`src/rtl/rns2bin_seq.sv`:
```
// RNS-to-binary converter (CRT). Moduli and weights are loaded and validated once;
// each vector is then reduced one channel at a time by bit-serial modular multiply-accumulate.
module rns2bin_seq #(
    parameter int MOD_NUM  = 4,
    parameter int MOD_SIZE = 3,
    parameter int RANGE    = MOD_NUM * MOD_SIZE
) (
    input  logic                        clk,
    input  logic                        reset,
    input  logic                        cfg_load,
    input  logic [MOD_NUM*MOD_SIZE-1:0] cfg_mod,
    input  logic [MOD_NUM*RANGE-1:0]    cfg_wt,
    output logic                        cfg_busy,
    output logic                        cfg_ok,
    output logic                        cfg_err,
    output logic [RANGE-1:0]            dyn_range,
    input  logic                        in_valid,
    output logic                        in_ready,
    input  logic [MOD_NUM*MOD_SIZE-1:0] in_res,
    input  logic                        in_signed,
    output logic                        out_valid,
    input  logic                        out_ready,
    output logic [RANGE-1:0]            out_data,
    output logic                        out_err
);
    localparam int CW = (MOD_NUM > 1) ? $clog2(MOD_NUM) : 1;
    localparam int BW = $clog2(MOD_SIZE + 1);

    typedef enum logic [2:0] {UNCFG, CFG_MUL, CFG_CHK, IDLE, CONV, DONE} state_t;
    state_t state, state_nxt;

    logic [MOD_SIZE-1:0] mods  [MOD_NUM];
    logic [RANGE-1:0]    wts   [MOD_NUM];
    logic [MOD_SIZE-1:0] res_r [MOD_NUM];
    logic [RANGE-1:0]    m_acc, acc;
    logic [RANGE:0]      p;
    logic [CW-1:0]       ch;
    logic [BW-1:0]       bcnt;
    logic                fin, chk_err, signed_r, err_r;

    logic [MOD_SIZE-1:0] mod_cur, res_cur;
    logic [RANGE-1:0]    wt_cur;
    logic                last_ch, last_bit, cur_bit, chk_now, in_bad;
    logic [RANGE:0]      mx, half, p_dbl, p_red, p_add, p_nxt, acc_sum, acc_nxt;

    always_comb begin
        mod_cur  = mods[ch];
        wt_cur   = wts[ch];
        res_cur  = res_r[ch];
        last_ch  = (ch == CW'(MOD_NUM - 1));
        last_bit = (bcnt == BW'(MOD_SIZE));
        chk_now  = (mod_cur <= MOD_SIZE'(1)) || (wt_cur >= m_acc);
        mx       = {1'b0, m_acc};
        half     = (mx + 1'b1) >> 1;
        cur_bit  = 1'b0;
        for (int unsigned b = 0; b < MOD_SIZE; b++)
            if (bcnt == BW'(MOD_SIZE - 1 - b)) cur_bit = res_cur[b];
        // p and acc stay below M, so one conditional subtract restores each invariant
        p_dbl   = {p[RANGE-1:0], 1'b0};
        p_red   = (p_dbl >= mx) ? p_dbl - mx : p_dbl;
        p_add   = p_red + {1'b0, wt_cur};
        p_nxt   = cur_bit ? ((p_add >= mx) ? p_add - mx : p_add) : p_red;
        acc_sum = {1'b0, acc} + p;
        acc_nxt = (acc_sum >= mx) ? acc_sum - mx : acc_sum;
        in_bad  = 1'b0;
        for (int unsigned i = 0; i < MOD_NUM; i++)
            if (in_res[i*MOD_SIZE +: MOD_SIZE] >= mods[i]) in_bad = 1'b1;
    end

    always_ff @(posedge clk) begin
        if (reset) state <= UNCFG;
        else       state <= state_nxt;
    end

    always_comb begin
        state_nxt = state;
        case (state)
            UNCFG:   if (cfg_load) state_nxt = CFG_MUL;
            CFG_MUL: if (last_ch) state_nxt = CFG_CHK;
            CFG_CHK: if (last_ch) state_nxt = (chk_err || chk_now) ? UNCFG : IDLE;
            IDLE:    if (cfg_load) state_nxt = CFG_MUL;
                     else if (in_valid) state_nxt = CONV;
            CONV:    if (fin) state_nxt = DONE;
            DONE:    if (out_ready) state_nxt = IDLE;
            default: state_nxt = UNCFG;
        endcase
    end

    always_comb begin
        cfg_busy  = (state == CFG_MUL) || (state == CFG_CHK);
        in_ready  = (state == IDLE);
        out_valid = (state == DONE);
        dyn_range = cfg_ok ? m_acc : '0;
    end

    always_ff @(posedge clk) begin
        if (reset) begin
            m_acc <= '0; acc <= '0; p <= '0; ch <= '0; bcnt <= '0;
            fin <= 1'b0; chk_err <= 1'b0; signed_r <= 1'b0; err_r <= 1'b0;
            cfg_ok <= 1'b0; cfg_err <= 1'b0; out_data <= '0; out_err <= 1'b0;
        end else begin
            case (state)
                UNCFG, IDLE: begin
                    if (cfg_load) begin
                        for (int unsigned i = 0; i < MOD_NUM; i++) begin
                            mods[i] <= cfg_mod[i*MOD_SIZE +: MOD_SIZE];
                            wts[i]  <= cfg_wt[i*RANGE +: RANGE];
                        end
                        m_acc <= RANGE'(1); ch <= '0; chk_err <= 1'b0;
                        cfg_ok <= 1'b0; cfg_err <= 1'b0;
                    end else if (state == IDLE && in_valid) begin
                        for (int unsigned i = 0; i < MOD_NUM; i++)
                            res_r[i] <= in_res[i*MOD_SIZE +: MOD_SIZE];
                        signed_r <= in_signed; err_r <= in_bad;
                        acc <= '0; p <= '0; ch <= '0; bcnt <= '0; fin <= 1'b0;
                    end
                end
                CFG_MUL: begin
                    m_acc <= m_acc * RANGE'(mod_cur);
                    ch    <= last_ch ? '0 : ch + CW'(1);
                end
                CFG_CHK: begin
                    chk_err <= chk_err | chk_now;
                    ch      <= last_ch ? '0 : ch + CW'(1);
                    if (last_ch) begin
                        if (chk_err || chk_now) cfg_err <= 1'b1;
                        else                    cfg_ok  <= 1'b1;
                    end
                end
                CONV: begin
                    if (fin) begin
                        if (err_r)                          out_data <= '0;
                        else if (signed_r && {1'b0, acc} >= half) out_data <= acc - m_acc;
                        else                                out_data <= acc;
                        out_err <= err_r;
                    end else if (last_bit) begin
                        acc  <= acc_nxt[RANGE-1:0];
                        p    <= '0;
                        bcnt <= '0;
                        if (last_ch) fin <= 1'b1;
                        else         ch  <= ch + CW'(1);
                    end else begin
                        p    <= p_nxt;
                        bcnt <= bcnt + BW'(1);
                    end
                end
                DONE: if (out_ready) out_err <= 1'b0;
                default: ;
            endcase
        end
    end
endmodule

```
`config.mk`:
```
export PLATFORM = sky130hd
export DESIGN_NAME = rns2bin_seq
export DESIGN_NICKNAME = d
export VERILOG_FILES = /design/src/rtl/rns2bin_seq.sv
export SDC_FILE = /design/constraint.sdc
export NUM_CORES = 1
export LEC_CHECK = 0
export BUFFER_PORTS_ARGS = -buffer_cell sky130_fd_sc_hd__clkbuf_2
export CORE_ASPECT_RATIO = 0.5
export CORE_MARGIN = 2
export CORE_UTILIZATION = 62
export CTS_CLUSTER_SIZE = 16
export DETAILED_ROUTE_END_ITERATION = 7
export GPL_ROUTABILITY_DRIVEN = 0
export HOLD_SLACK_MARGIN = 0.12
export PLACE_DENSITY = 0.93
export SLEW_MARGIN = 20
export SYNTH_ARGS = -nofsm -noshare
export SYNTH_HDL_FRONTEND = slang
export SYNTH_SLANG_ARGS = --single-unit
```
`constraint.sdc`:
```
create_clock -name clk -period 14.7 [get_ports clk]
set_input_delay 0 -clock clk [delete_from_list [all_inputs] [get_ports clk]]
set_output_delay 0 -clock clk [all_outputs]
set_load 0.01 [all_outputs]
```
# Word level (Yosys, flattened, before mapping)
# Memories as Yosys holds them, arrays and structs flattened. A register that Yosys moved wholly into a read port is not among the register bits.
# Cells that the tools add are included.
[classes]
n_addsub = 9
n_mul = 1
n_lt_le_gt_ge = 10
n_eq_ne = 24
muxes = 78
n_bitwise = 2
n_reduce_logical = 26
[op_table]
columns = ["op", "n"]
rows = [
  ["two-way mux 12 bit", 9],
  ["two-way mux 13 bit", 7],
  ["case mux 12 bit (2 select lines)", 2],
  ["greater-or-equal comparator 13 x 12 -> 1 bit", 3],
  ["two-way mux 2 bit", 16],
  ["two-way mux 1 bit", 28],
  ["case mux 13 bit (2 select lines)", 1],
  ["subtractor 13 x 12 -> 13 bit", 2],
  ["greater-or-equal comparator 12 bit", 2],
  ["subtractor 12 bit", 2],
  ["!= test 2 bit, second input constant", 11],
  ["two-way mux 3 bit", 7],
  ["case mux 3 bit (6 select lines)", 1],
  ["adder 12 x 1 -> 13 bit, second input constant", 1],
  ["adder 12 x 13 -> 13 bit", 1],
  ["adder 13 x 12 -> 13 bit", 1],
  ["greater-or-equal comparator 3 bit", 4],
  ["multiplier 12 x 3 -> 12 bit", 1],
  ["AND reduction 4 bit", 3],
  ["case mux 1 bit (2 select lines)", 5],
  ["AND reduction 5 bit", 2],
  ["AND reduction 3 bit", 3],
  ["nonzero test 2 bit", 4],
  ["== test 2 bit, second input constant", 3],
  ["other kinds (20)", 31],
]
[totals]
reg_bits = 63
mem_bits_rw = 72
in_bits = 78
mem_count = 3
[memory_table]
columns = ["memory", "words", "word_bits", "rd", "rd_ports_with_merged_regs", "write_ports", "line_no", "rtl"]
rows = [
  ["wts", 4, 12, 1, 1, 4, "33", "logic [RANGE-1:0] wts [MOD_NUM];"],
  ["mods", 4, 3, 5, 1, 4, "32", "logic [MOD_SIZE-1:0] mods [MOD_NUM];"],
  ["res_r", 4, 3, 1, 1, 4, "34", "logic [MOD_SIZE-1:0] res_r [MOD_NUM];"],
]

# Longest topological paths before layout
[depth]
depth_word = 9
mapped_depth = 30
ltp_nobuf = 25

# Worst setup path before layout
# OpenSTA, ideal clock, no wires.
[synth_timing]
path_kind = "register to register"
startpoint = "register m_acc[1]"
endpoint = "register p[6]"
arrival_time_ns = 5.712
required_time_ns = 14.616
setup_slack_ns = 8.903
path_stages_with_launch = 29
period_less_slack_ns = 5.797
cell_sequence = "dfxtp_1 inv_1 ha_1 nor2b_1 o31a_1 o21a_1 nor2_1 o21a_1 clkbuf_1 buf_1 nand2_1 o21ai_0 ha_1 nor2b_1 o21ai_0 a21oi_1 a41o_1 nor2_1 xnor2_1 ha_1 nand2_1 a2111oi_0 or3_1 a21oi_1 o21a_1 and2_1 buf_6 and3b_1 o31ai_2"
[synth_via]
elab_chain_cells = 9
[synth_lines]
columns = ["element", "line_no", "rtl"]
rows = [
  ["from (decl)", "35", "logic [RANGE-1:0] m_acc, acc;"],
  ["from (signal assigned)", "119", "m_acc <= m_acc * RANGE'(mod_cur);"],
  ["subtractor 13 x 12 -> 13 bit or greater-or-equal comparator 13 x 12 -> 1 bit (tied branches)", "60", "p_red = (p_dbl >= mx) ? p_dbl - mx : p_dbl;"],
  ["two-way mux 13 bit", "60", ""],
  ["adder 13 x 12 -> 13 bit", "61", "p_add = p_red + {1'b0, wt_cur};"],
  ["subtractor 13 x 12 -> 13 bit or greater-or-equal comparator 13 x 12 -> 1 bit (tied branches)", "62", "p_nxt = cur_bit ? ((p_add >= mx) ? p_add - mx : p_add) : p_red;"],
  ["two-way mux 13 bit", "62", ""],
  ["two-way mux 13 bit (*)", "62", ""],
  ["two-way mux 13 bit (*)", "136", "end else if (last_bit) begin"],
  ["two-way mux 13 bit (*)", "131", "if (fin) begin"],
  ["case mux 13 bit (2 select lines) (*)", "102", "case (state)"],
  ["to (signal assigned)", "143", "p <= p_nxt;"],
  ["to (decl)", "36", "logic [RANGE:0] p;"],
]
# Mark *: on every way between the ends. The rest lies on a longest branch, timed or not. The select of a mux whose other input is x is not followed.
# A chain may end at the register's enable or synchronous reset.

# Worst setup path in the final report
[layout_timing]
startpoint = "register m_acc[1]"
endpoint = "register p[4]"
# Same word-level chain as after synthesis.

==> results_dict.tcl <==
set metrics [dict create \
    crit_family "compound AO/OA/AOI/OAI gates" \
    synth_edf_count 72 \
    status "finished with violations" \
    p_int_mw 1.19 \
    cap_violations 0 \
    numCtsBuffers 17 \
    routed_wl_um 37000 \
    die_h_um 96.6 \
    layout_commonest_cell "ha_1" \
    cts_tree "built" \
    peakVddDrop_v 0.000148 \
    cp_max_fo 18 \
    clockPowerShare 0.188 \
    grt_pass1_wl_um 57700 \
    dr.pass1.iters 8 \
    fmax_mhz 129 \
    avgViaCountPerCell 6.95 \
    drive_gt1_frac 0.145 \
    syn_avg_cell_area_um2 9.38 \
    power_density_nw_per_um2 183 \
    combPwrFrac 0.610 \
    syn2layout_area_growth_pct 19.1 \
    clkTransAtPathRegs_ns 0.06 \
    syn_nets 1350 \
    hold-path-cell-count 3 \
    vias 10738 \
    cts_max_level 4 \
    reg2reg_to "p[4]" \
    dr.first_iter.drc_count 1802 \
    leakage_nw 5.35 \
    cp_cell_sequence "inv_1 -> ha_1 -> nor2b_1 -> o31a_1 -> o21a_1 -> nor2_1 -> o21a_1 -> mux2_2 -> ha_1 -> a21oi_1 -> nor2b_1 -> o21ai_0 -> a21oi_1 -> a21oi_1 -> xnor2_1 -> ha_1 -> a21oi_1 -> o21ai_0 -> or3_1 -> a21oi_1 -> o21a_1 -> and2_1 -> mux2i_1 -> o21ai_0" \
    initial_core_util 0.642 \
    syn_area_um2 10600 \
    post_drt_wl_per_cell_um 24.0 \
    antenna_found_initial 0 \
    ff2ff_setup_slack_ns 6.93 \
    hold_path_startpoint "in_valid" \
    seqPwrFrac 0.202 \
    dp_hpwl_um 21500 \
    slowest_delay_ns 0.61 \
    synthCells 1133 \
    diodes 0 \
    worstSetupStartpoint "m_acc[1]" \
    p_switching_mw 1.13 \
    die_w_um 189 \
    cts_buffer_depth 2 \
    synth_seq_area_share 0.326 \
    drv_slew 0 \
    start_kind "flop" \
    finalCritPeriodShare 0.529 \
    track_usage 0.415 \
    hold_path.class "input pin to flop" \
    finClkSkew_ns 0.0203 \
    ios 108 \
    ys_seq_elements 137 \
    path_buf_inv 1 \
    cp-end-kind "flop" \
    final_cell_mix "123 x ha_1, 107 x clkbuf_2, 99 x nand2_1, 81 x a21oi_1, 76 x dlygate4sd3_1" \
    worstPathRequired_ns 15.01 \
    critPathCapture "p[4]" \
    cp.depth 24 \
    drc 73 \
    total_power_mw 2.32 \
    port_buffers 107 \
    synth.distinct_cells 70 \
    final.setup.tns_ns 0 \
    setup_violations 0 \
    finalHoldViolations 0 \
    gr-total-overflow 0 \
    final_util 0.764 \
    num_rows 33 \
    worstPathArrival_ns 8.08 \
    clk_latency_ns 0.45 \
    max_slew_margin 0.265 \
    drtAntennaViolNets 0 \
    grt_max_degree 61 \
    worst-setup-path-type "flop to flop" \
    first_global_vias 10804 \
    yosysWarnings 0 \
    crit_top_cell "a21oi_1" \
    violations "DRC" \
    core_um2 16600 \
    cts_root_buffer "clkbuf_16" \
    fin_crit_ns 7.77 \
    design.die.area_um2 18300 \
    netSwitchingFraction 0.488 \
    tightest_slew_ns 1.10 \
    crit_slowest_cell "and2_1" \
    async_reset_ff_frac 0 \
    r2r_start "m_acc[1]" \
    cts_sinks 137 \
    synthFlopType "edfxtp_1" \
    rsz0062_at_grt "false" \
    reg2reg_depth 24 \
    final_nets 1521 \
]
-- cell families (layout without fill, tap and decap cells) --
logic type      count (synthesis)  after routing  synth area share
fa+ha+maj                     139            139             0.175
xor+xnor                       73             73            0.0609
buf+inv                       109            293            0.0413
mux                            50             50            0.0697
flops                         137            137             0.326
compound gates                290            290             0.176
simple gates                  335            335             0.151
-- cell usage after synthesis (29+ instances only) --
master | n | share of area
ha_1 | 123 | 0.14
nor2_1 | 76 | 0.027
o21ai_0 | 58 | 0.027
nand2_1 | 99 | 0.035
inv_1 | 73 | 0.026
nand3_1 | 34 | 0.016
clkbuf_1 | 29 | 0.010
edfxtp_1 | 72 | 0.20
a21oi_1 | 82 | 0.039
dfxtp_1 | 65 | 0.12
xnor2_1 | 48 | 0.040
-- worst reg2reg max path: stages, from the launching register on --
cell	delay [ns]
dfxtp_1	0.56
inv_1	0.32
ha_1	0.40
nor2b_1	0.17
o31a_1	0.34
o21a_1	0.26
nor2_1	0.12
o21a_1	0.43
mux2_2	0.44
ha_1	0.28
a21oi_1	0.15
nor2b_1	0.09
o21ai_0	0.39
a21oi_1	0.23
a21oi_1	0.35
xnor2_1	0.22
ha_1	0.34
a21oi_1	0.35
o21ai_0	0.24
or3_1	0.39
a21oi_1	0.32
o21a_1	0.27
and2_1	0.61
mux2i_1	0.30
o21ai_0	0.10
-- layer usage --
layer | track usage | part of all wire | vias to the layer above
met5 | 0 | 0 | -
met3 | 0.136 | 0.14 | 326
li1 | - | - | 4467
met1 | 0.482 | 0.35 | 4872
met4 | 0.303 | 0.076 | 0
met2 | 0.661 | 0.43 | 1073
-- how the worst min path moves through the flow --
stage	to	slack, ns
after global placement	wts[0][8]	0.18
after detailed placement	wts[1][6]	0.18
after CTS	state[2]	0.13
after global routing	state[2]	0.23
final	state[2]	0.21
after floorplan	mods[0][0]	0.1
-- area by class of cell --
cell class,count,area [µm²]
clock buffer,18,429
inverter,73,274
sequential,137,3460
multi-input combinational,887,6740
clock inverter,14,133
tap,227,284
fill,873,3900
timing repair buffer,188,1330
-- power by group through the flow --
stage               logic [mW]  clock network, mW  registers (mW)
floorplan                0.954                  0           0.458
global placement          1.12                  0           0.465
detailed placement        1.17                  0           0.469
finish                    1.41              0.436           0.467
CTS                       1.21              0.423           0.460
global route              1.46              0.442           0.468
-- metrics by stage --
stage	hold WS [ns]	instance area (µm²)	instances	setup WS, ns
floorplan	0.0989	10600	1133	8.90
global placement	0.177	11300	1436	8.21
detailed placement	0.179	11300	1436	7.77
CTS	0.129	12700	1544	7.68
global route	0.234	12700	1544	6.68
finish	0.211	12700	1544	6.93
-- registers in the layout, summed over array words and instances, names as in the netlist, 2 cells and up, named ones only --
signal / cells
bcnt: 2
out_data: 12
res_r: 12
p: 13
acc: 12
state: 3
m_acc: 12
wts: 48
mods: 12
ch: 2
-- timing repair --
action / CTS / global route
resized for setup: 0 / 0
hold buffers: 76 / 0
buffers inserted: 0 / 0
endpoints found under the hold margin: 90 / 0
(Power assumes the default switching activity.)
